### config.mk
export PLATFORM = sky130hd
export DESIGN_NAME = vga_timing_gen_flat
export DESIGN_NICKNAME = d
export VERILOG_FILES = /design/src/rtl/vga_timing_gen_if.sv /design/src/rtl/vga_timing_gen.sv /design/src/flat_wrapper.sv
export SDC_FILE = /design/constraint.sdc
export NUM_CORES = 1
export LEC_CHECK = 0
export CAP_MARGIN = 5
export CORE_ASPECT_RATIO = 2
export CORE_MARGIN = 2
export CORE_UTILIZATION = 55
export CTS_CLUSTER_DIAMETER = 30
export DETAILED_ROUTE_END_ITERATION = 8
export PLACE_DENSITY = 0.88
export SLEW_MARGIN = 15
export SYNTH_ARGS = -nofsm -noshare
export SYNTH_HDL_FRONTEND = slang
export SYNTH_SLANG_ARGS = --single-unit
### constraint.sdc
create_clock -name vga_clk -period 5.3 [get_ports vga_clk]
set_input_delay 1.06 -clock vga_clk [delete_from_list [all_inputs] [get_ports vga_clk]]
set_output_delay 1.06 -clock vga_clk [all_outputs]
set_load 0.02 [all_outputs]
### src/rtl/vga_timing_gen_if.sv
// vga_timing_gen_if -- raster timing bundle from the VGA timing source to the
// sprite/palette renderers.
//   hs, vs       sync outputs, active level set by the generator's SYNC_POL
//   blank        1 = visible pixel, 0 = blanking interval
//   DrawX/DrawY  current horizontal / vertical count
//   line_start   1-cycle pulse when the raster steps to the start of a line
//   frame_start  1-cycle pulse when the raster steps to pixel (0,0)
//   frame_count  completed-frame count (wraps)
// master: the timing generator; slave: any consumer of the raster timing.
interface vga_timing_gen_if;
  logic        hs;
  logic        vs;
  logic        blank;
  logic [9:0]  DrawX;
  logic [9:0]  DrawY;
  logic        line_start;
  logic        frame_start;
  logic [15:0] frame_count;

  modport master (
    output hs, vs, blank, DrawX, DrawY, line_start, frame_start, frame_count
  );

  modport slave (
    input  hs, vs, blank, DrawX, DrawY, line_start, frame_start, frame_count
  );
endinterface

### src/rtl/vga_timing_gen.sv
// vga_timing_gen -- raster timing source for the 640x480@60 display path.
// Ports:
//   vga_clk  in   pixel clock, all logic on posedge
//   reset    in   synchronous active-high reset
//   en       in   pixel advance enable (tie 1 for a native 25 MHz clock)
//   vga      out  vga_timing_gen_if.master: hs, vs, blank, DrawX, DrawY,
//                 line_start, frame_start, frame_count
// Configuration macro VGA_SYNC_PIPE_EN: when defined, hs/vs get one extra
// free-running register stage so sync lags DrawX/DrawY/blank by one clock.
module vga_timing_gen #(
  parameter int unsigned H_VISIBLE = 640,
  parameter int unsigned H_FP      = 16,
  parameter int unsigned H_SYNC    = 96,
  parameter int unsigned H_BP      = 48,
  parameter int unsigned V_VISIBLE = 480,
  parameter int unsigned V_FP      = 10,
  parameter int unsigned V_SYNC    = 2,
  parameter int unsigned V_BP      = 33,
  parameter bit          SYNC_POL  = 1'b0
) (
  input  logic               vga_clk,
  input  logic               reset,
  input  logic               en,
  vga_timing_gen_if.master   vga
);

  localparam logic [9:0] H_VIS    = 10'(H_VISIBLE);
  localparam logic [9:0] H_SSTART = 10'(H_VISIBLE + H_FP);
  localparam logic [9:0] H_SEND   = 10'(H_VISIBLE + H_FP + H_SYNC);
  localparam logic [9:0] H_LAST   = 10'(H_VISIBLE + H_FP + H_SYNC + H_BP - 1);
  localparam logic [9:0] V_VIS    = 10'(V_VISIBLE);
  localparam logic [9:0] V_SSTART = 10'(V_VISIBLE + V_FP);
  localparam logic [9:0] V_SEND   = 10'(V_VISIBLE + V_FP + V_SYNC);
  localparam logic [9:0] V_LAST   = 10'(V_VISIBLE + V_FP + V_SYNC + V_BP - 1);

  logic [9:0]  hc_q, hc_d;
  logic [9:0]  vc_q, vc_d;
  logic [15:0] fc_q, fc_d;
  logic        blank_q, blank_d;
  logic        hs_q, hs_d;
  logic        vs_q, vs_d;
  logic        ls_q, ls_d;
  logic        fs_q, fs_d;
  logic        h_wrap, v_wrap;

  always_comb begin
    h_wrap = (hc_q == H_LAST);
    v_wrap = (vc_q == V_LAST);
    hc_d   = hc_q;
    vc_d   = vc_q;
    fc_d   = fc_q;
    if (en) begin
      hc_d = h_wrap ? '0 : hc_q + 10'd1;
      if (h_wrap) begin
        vc_d = v_wrap ? '0 : vc_q + 10'd1;
        if (v_wrap) begin
          fc_d = fc_q + 16'd1;
        end
      end
    end

    // Decodes are taken from the next-state counters so the registered
    // versions line up with DrawX/DrawY. They only update on enabled edges,
    // which keeps the post-reset pixel (0,0) reported as blanked.
    blank_d = blank_q;
    hs_d    = hs_q;
    vs_d    = vs_q;
    if (en) begin
      blank_d = (hc_d < H_VIS) && (vc_d < V_VIS);
      hs_d    = ((hc_d >= H_SSTART) && (hc_d < H_SEND)) ? SYNC_POL : ~SYNC_POL;
      vs_d    = ((vc_d >= V_SSTART) && (vc_d < V_SEND)) ? SYNC_POL : ~SYNC_POL;
    end

    // Strobes are not held by en: they drop on the very next clock.
    ls_d = en && h_wrap;
    fs_d = en && h_wrap && v_wrap;
  end

  always_ff @(posedge vga_clk) begin
    if (reset) begin
      hc_q    <= '0;
      vc_q    <= '0;
      fc_q    <= '0;
      blank_q <= 1'b0;
      hs_q    <= ~SYNC_POL;
      vs_q    <= ~SYNC_POL;
      ls_q    <= 1'b0;
      fs_q    <= 1'b0;
    end else begin
      hc_q    <= hc_d;
      vc_q    <= vc_d;
      fc_q    <= fc_d;
      blank_q <= blank_d;
      hs_q    <= hs_d;
      vs_q    <= vs_d;
      ls_q    <= ls_d;
      fs_q    <= fs_d;
    end
  end

`ifdef VGA_SYNC_PIPE_EN
  // Extra sync stage for renderers that register colour one clock after
  // DrawX; runs every clock, independent of en.
  logic hs_p_q;
  logic vs_p_q;

  always_ff @(posedge vga_clk) begin
    if (reset) begin
      hs_p_q <= ~SYNC_POL;
      vs_p_q <= ~SYNC_POL;
    end else begin
      hs_p_q <= hs_q;
      vs_p_q <= vs_q;
    end
  end

  assign vga.hs = hs_p_q;
  assign vga.vs = vs_p_q;
`else
  assign vga.hs = hs_q;
  assign vga.vs = vs_q;
`endif

  assign vga.blank       = blank_q;
  assign vga.DrawX       = hc_q;
  assign vga.DrawY       = vc_q;
  assign vga.line_start  = ls_q;
  assign vga.frame_start = fs_q;
  assign vga.frame_count = fc_q;

endmodule

### src/flat_wrapper.sv
// flat-port wrapper written by rule: the top's interface ports become plain ports
module vga_timing_gen_flat 
#(
  parameter int unsigned H_VISIBLE = 640,
  parameter int unsigned H_FP      = 16,
  parameter int unsigned H_SYNC    = 96,
  parameter int unsigned H_BP      = 48,
  parameter int unsigned V_VISIBLE = 480,
  parameter int unsigned V_FP      = 10,
  parameter int unsigned V_SYNC    = 2,
  parameter int unsigned V_BP      = 33,
  parameter bit          SYNC_POL  = 1'b0
)
  (vga_clk, reset, en, vga_hs, vga_vs, vga_blank, vga_DrawX, vga_DrawY, vga_line_start, vga_frame_start, vga_frame_count);
  vga_timing_gen_if vga_i ();
  input  logic vga_clk;
  input  logic reset;
  input  logic en;
  output wire logic [$bits(vga_i.hs)-1:0] vga_hs;
  output wire logic [$bits(vga_i.vs)-1:0] vga_vs;
  output wire logic [$bits(vga_i.blank)-1:0] vga_blank;
  output wire logic [$bits(vga_i.DrawX)-1:0] vga_DrawX;
  output wire logic [$bits(vga_i.DrawY)-1:0] vga_DrawY;
  output wire logic [$bits(vga_i.line_start)-1:0] vga_line_start;
  output wire logic [$bits(vga_i.frame_start)-1:0] vga_frame_start;
  output wire logic [$bits(vga_i.frame_count)-1:0] vga_frame_count;
  assign vga_hs = vga_i.hs;
  assign vga_vs = vga_i.vs;
  assign vga_blank = vga_i.blank;
  assign vga_DrawX = vga_i.DrawX;
  assign vga_DrawY = vga_i.DrawY;
  assign vga_line_start = vga_i.line_start;
  assign vga_frame_start = vga_i.frame_start;
  assign vga_frame_count = vga_i.frame_count;
  vga_timing_gen #(.H_VISIBLE(H_VISIBLE), .H_FP(H_FP), .H_SYNC(H_SYNC), .H_BP(H_BP), .V_VISIBLE(V_VISIBLE), .V_FP(V_FP), .V_SYNC(V_SYNC), .V_BP(V_BP), .SYNC_POL(SYNC_POL)) u_core (.vga_clk(vga_clk), .reset(reset), .en(en), .vga(vga_i));
endmodule
=== Yosys cells after proc, flatten, opt, wreduce, memory -nomap -nowiden ===
Cells that the tools add are included.
Widths: inputs -> output; s select.

* Input port bits: 3
* Word-level logic and storage cells: 32
* Flip-flop bits (word level): 41
* Output and inout port bits: 41

* Mux-type cells: 7
* Add/sub/neg operators: 3
* Equal/unequal tests: 2
* Magnitude comparators: 6
* Reductions and logical operators: 6

{| class="wikitable"
|+ Operators by type and width
! operator !! count
|-
| $mux 10 || 5
|-
| $add 10x1->10 const B || 2
|-
| $eq 10x10->1 const B || 2
|-
| $lt 10x10->1 const B || 2
|-
| $lt 10x9->1 const B || 2
|-
| $add 16x1->16 const B || 1
|-
| $ge 10x10->1 const B || 1
|-
| $ge 10x9->1 const B || 1
|-
| $logic_and 1x1->1 || 5
|-
| $reduce_and 3->1 || 1
|-
| $mux 1 || 2
|}

=== Logic depth before layout (Yosys ltp) ===
* Depth after elaboration: 7
* Mapped depth: 8
* Gate-level depth less buffers: 8

=== Least setup slack after synthesis ===
Ideal clock, no wire load.

* Path kind: input-to-reg
* From: in en
* To: reg u_core.vs_q, in the netlist u_core.vga.vs
* Buffers on the path: 1
* Required time: 5154 ps
* Arrival: 2437 ps
* Setup time: 146 ps
* Stages: 7
* Setup slack: 2717 ps
* Cells stage by stage: and4_1 > and4_1 > buf_2 > nand4_1 > xor2_1 > nor4_1 > a41oi_1

* Longest elaborated chain between the ends: 4
* Elaborated cells between the ends (all ways): 5
* Classes of those cells: 2 x order compare; 2 x mux; 1 x reduce/logical

{| class="wikitable"
|+ Ends and longest elaborated chain
! what !! RTL line !! RTL
|-
| from (decl) || flat_wrapper.sv:18 || <nowiki>input logic en;</nowiki>
|-
| $mux 10 || vga_timing_gen.sv:52 || <nowiki>if (en) begin</nowiki>
|-
| $ge 10x9->1 or $lt 10x9->1 (tied branches) || vga_timing_gen.sv:71 || <nowiki>vs_d = ((vc_d >= V_SSTART) && (vc_d < V_SEND)) ? SYNC_POL : ~SYNC_POL;</nowiki>
|-
| $logic_and 1x1->1 || vga_timing_gen.sv:71 ||
|-
| $mux 1 || vga_timing_gen.sv:71 ||
|-
| to (signal assigned) || vga_timing_gen.sv:86 || <nowiki>vs_q <= ~SYNC_POL;</nowiki>
|-
| to (signal assigned) || vga_timing_gen.sv:95 || <nowiki>vs_q <= vs_d;</nowiki>
|-
| to (decl) || vga_timing_gen.sv:41 || <nowiki>logic vs_q, vs_d;</nowiki>
|}

Several ways; a longest one is shown, not always the timed one.
A chain may end at the register's enable or synchronous reset.

=== Final worst setup path ===
Same ends and word-level chain as after synthesis.

==> qor.csv <==
metric,value,unit
pre_cts_ws,1.60,ns
finClkSkew,0.00549,ns
grt_pass1_vias,1978,
yosys.area.top_type_share,37.2,%
fin_crit,3.41,ns
yosys_warnings,0,
post_cts_buffers,0,
die_y,93.6,um
setup_violations,0,
fin_tns_setup,0,ns
arrival,3.56,ns
ys.flop_type,dfxtp_1,
vias_per_cell,5.96,
rows,32,
start_kind,input pin,
drt-initial-drc-count,34,
dieArea,4570,um^2
multiInputGateArea,1310,um^2
synth_edf_count,0,
final_util,71.5,%
synthToLayoutAreaGrowth,24.5,%
reg2reg_to,u_core.vga.vs,
coreArea,3840,um^2
yosysUniqueCellTypes,51,
synth_seq_area_share,37.2,%
synth_nets,267,
hold_buffers,0,
power_density,209,nW/um^2
synth-seq-cells,41,
worst_slack,1.89,ns
numCtsBuffers,5,
fmax,293,MHz
synthArstFlopShare,0,%
dieWidth,48.8,um
h-tree-depth,2,
synth_compound_area_share,12.2,%
fin_area,2750,um^2
ff2ff_setup_slack,2.80,ns
drt-total-wl,5.06,mm
whs_endpoint,u_core.vga.blank,
layout-drive-gt1-share,7.09,%
synth-xor-area-share,8.33,%
fin_nets,303,
synthAdderAreaFrac,2.27,%
grt_max_degree,43,
antenna_found_initial,0,
portBuffers,43,
antenna_left,0,
status,completed,
gp_congestion,0.798,
final_common_cell,clkdlybuf4s50_1,
reg2reg_from,u_core.vga.DrawX[0],
drv_slew,0,
relSlewSlack,65.1,%
drt-pass1-iter-count,4,
grt_first_pass_wirelength,8.33,mm
clk_pin_slew,0.08,ns
clkSinkCount,41,
synth_top_area_cell,dfxtp_1,
synth_area_leaders,"dfxtp_1 (37%), xor2_1 (5.9%), nor2_1 (5.3%)",
ff2ff_path_depth,7,
clkLatencyLatePin,0.29,ns
crit_required,5.46,ns
drc,0,
cap_viol_max_count,0,
hold_depth,2,
grt_setup_unrepaired,false,
final-seq-area,821,um^2
post_drt_wl_per_cell,14.6,um
irDropWorstVdd,0.244,mV
netlist_area,2210,um^2
clockBufferDepth,2,
start_util,57.5,%
antenna_cells,0,
io_pins,44,
avgSynthCellArea,8.49,um^2
critPathCaptureType,flip-flop,
fillCellCount,312,
cts_root_buf,clkbuf_8,
whs,0.492,ns
syn-instance-count,260,
path_max_fanout,15,
synth-simple-area-share,35.5,%
hpwl,3.73,mm
final_cell_mix,"clkdlybuf4s50_1 (43), dfxtp_1 (41), nor2_1 (31)",
cts_tree,yes,
hold_class,reg -> reg,
placed_cell_area,2650,um^2
num_vias,2069,
synthMuxAreaShare,0.907,%
finalHoldViolCount,0,
power.leakage,0.981,nW
grt_usage,22.8,%
min_period_over_period,64.3,%
gr-total-overflow,0,
worst_pin_slew,0.519,ns
synth_top_family_by_area,simple AND/OR/NAND/NOR gates,
hold_start,u_core.vga.blank,
crit_type,in -> reg,
cts_resized,0,
## cells by family after synthesis
| kind of cell | count (synthesis) |
|---|---|
| compound gates | 43 |
| buf+inv | 19 |
| mux | 2 |
| simple gates | 130 |
| xor+xnor | 21 |
| flops | 41 |
| fa+ha+maj | 4 |
## Yosys cell counts, types with 2 or more instances
library cell / number
dfxtp_1: 41
nor2_1: 31
nand2_1: 25
xor2_1: 15
a21oi_1: 14
nand3_1: 13
o21ai_0: 12
clkbuf_1: 9
and3_1: 8
nand4_1: 7
nor3_1: 7
buf_2: 6
xnor2_1: 6
and4_1: 5
ha_1: 4
inv_1: 4
nor4_1: 4
a31oi_1: 3
nand2b_1: 3
nand3b_1: 3
nor3b_1: 3
a41oi_1: 2
and2_1: 2
mux2i_1: 2
nand4_4: 2
nor2b_1: 2
nor4_4: 2
or3_1: 2
## critical path: stages
cell	delay [ns]
clkdlybuf4s50_1	0.77
and4_1	0.42
and4_1	0.43
nand4_1	0.18
xor2_1	0.18
nor4_1	0.38
a41oi_1	0.15
## routing by layer
metal,GRT usage [%],wire [um]
met1,21.7,1910
met2,44.4,2790
met3,2.24,102
met4,15.0,249
met5,0,0
## worst max path at each step
stage	startpoint	to	cells past startpoint
after floorplan	en	u_core.vga.vs	7
after global placement	en	u_core.vga.vs	7
after detailed placement	en	u_core.vga.vs	7
after CTS	en	u_core.vga.vs	7
after global routing	en	u_core.vga.vs	7
final	en	u_core.vga.vs	7
## area by class of cell
class,instances,area share [%]
Tap cell,51,2.32
Sequential cell,41,29.8
Timing Repair Buffer,44,15.9
Clock buffer,5,2.50
Multi-Input combinational cell,200,47.6
Inverter,4,0.546
Clock inverter,2,1.27
## flip-flops by register name, summed over array words and instances, names as in the netlist
| name | count |
|---|---|
| u_core.vga.frame_count | 16 |
| u_core.vga.DrawX | 10 |
| u_core.vga.DrawY | 10 |
| u_core.vga.blank | 1 |
| u_core.vga.frame_start | 1 |
| u_core.vga.hs | 1 |
| u_core.vga.line_start | 1 |
| u_core.vga.vs | 1 |
## power by group
group | switching, mW | internal (mW) | leakage [nW]
registers | 0.00274 | 0.310 | 0.331
logic | 0.0117 | 0.00788 | 0.597
clock network | 0.106 | 0.137 | 0.0540
## per-stage QoR
step                      instances  power (mW)
after floorplan                 260       0.331
after global placement          340       0.339
after detailed placement        340       0.340
after CTS                       347       0.579
after global routing            347       0.589
final                           347       0.575
Note: power is estimated with default switching activity, not from simulation.
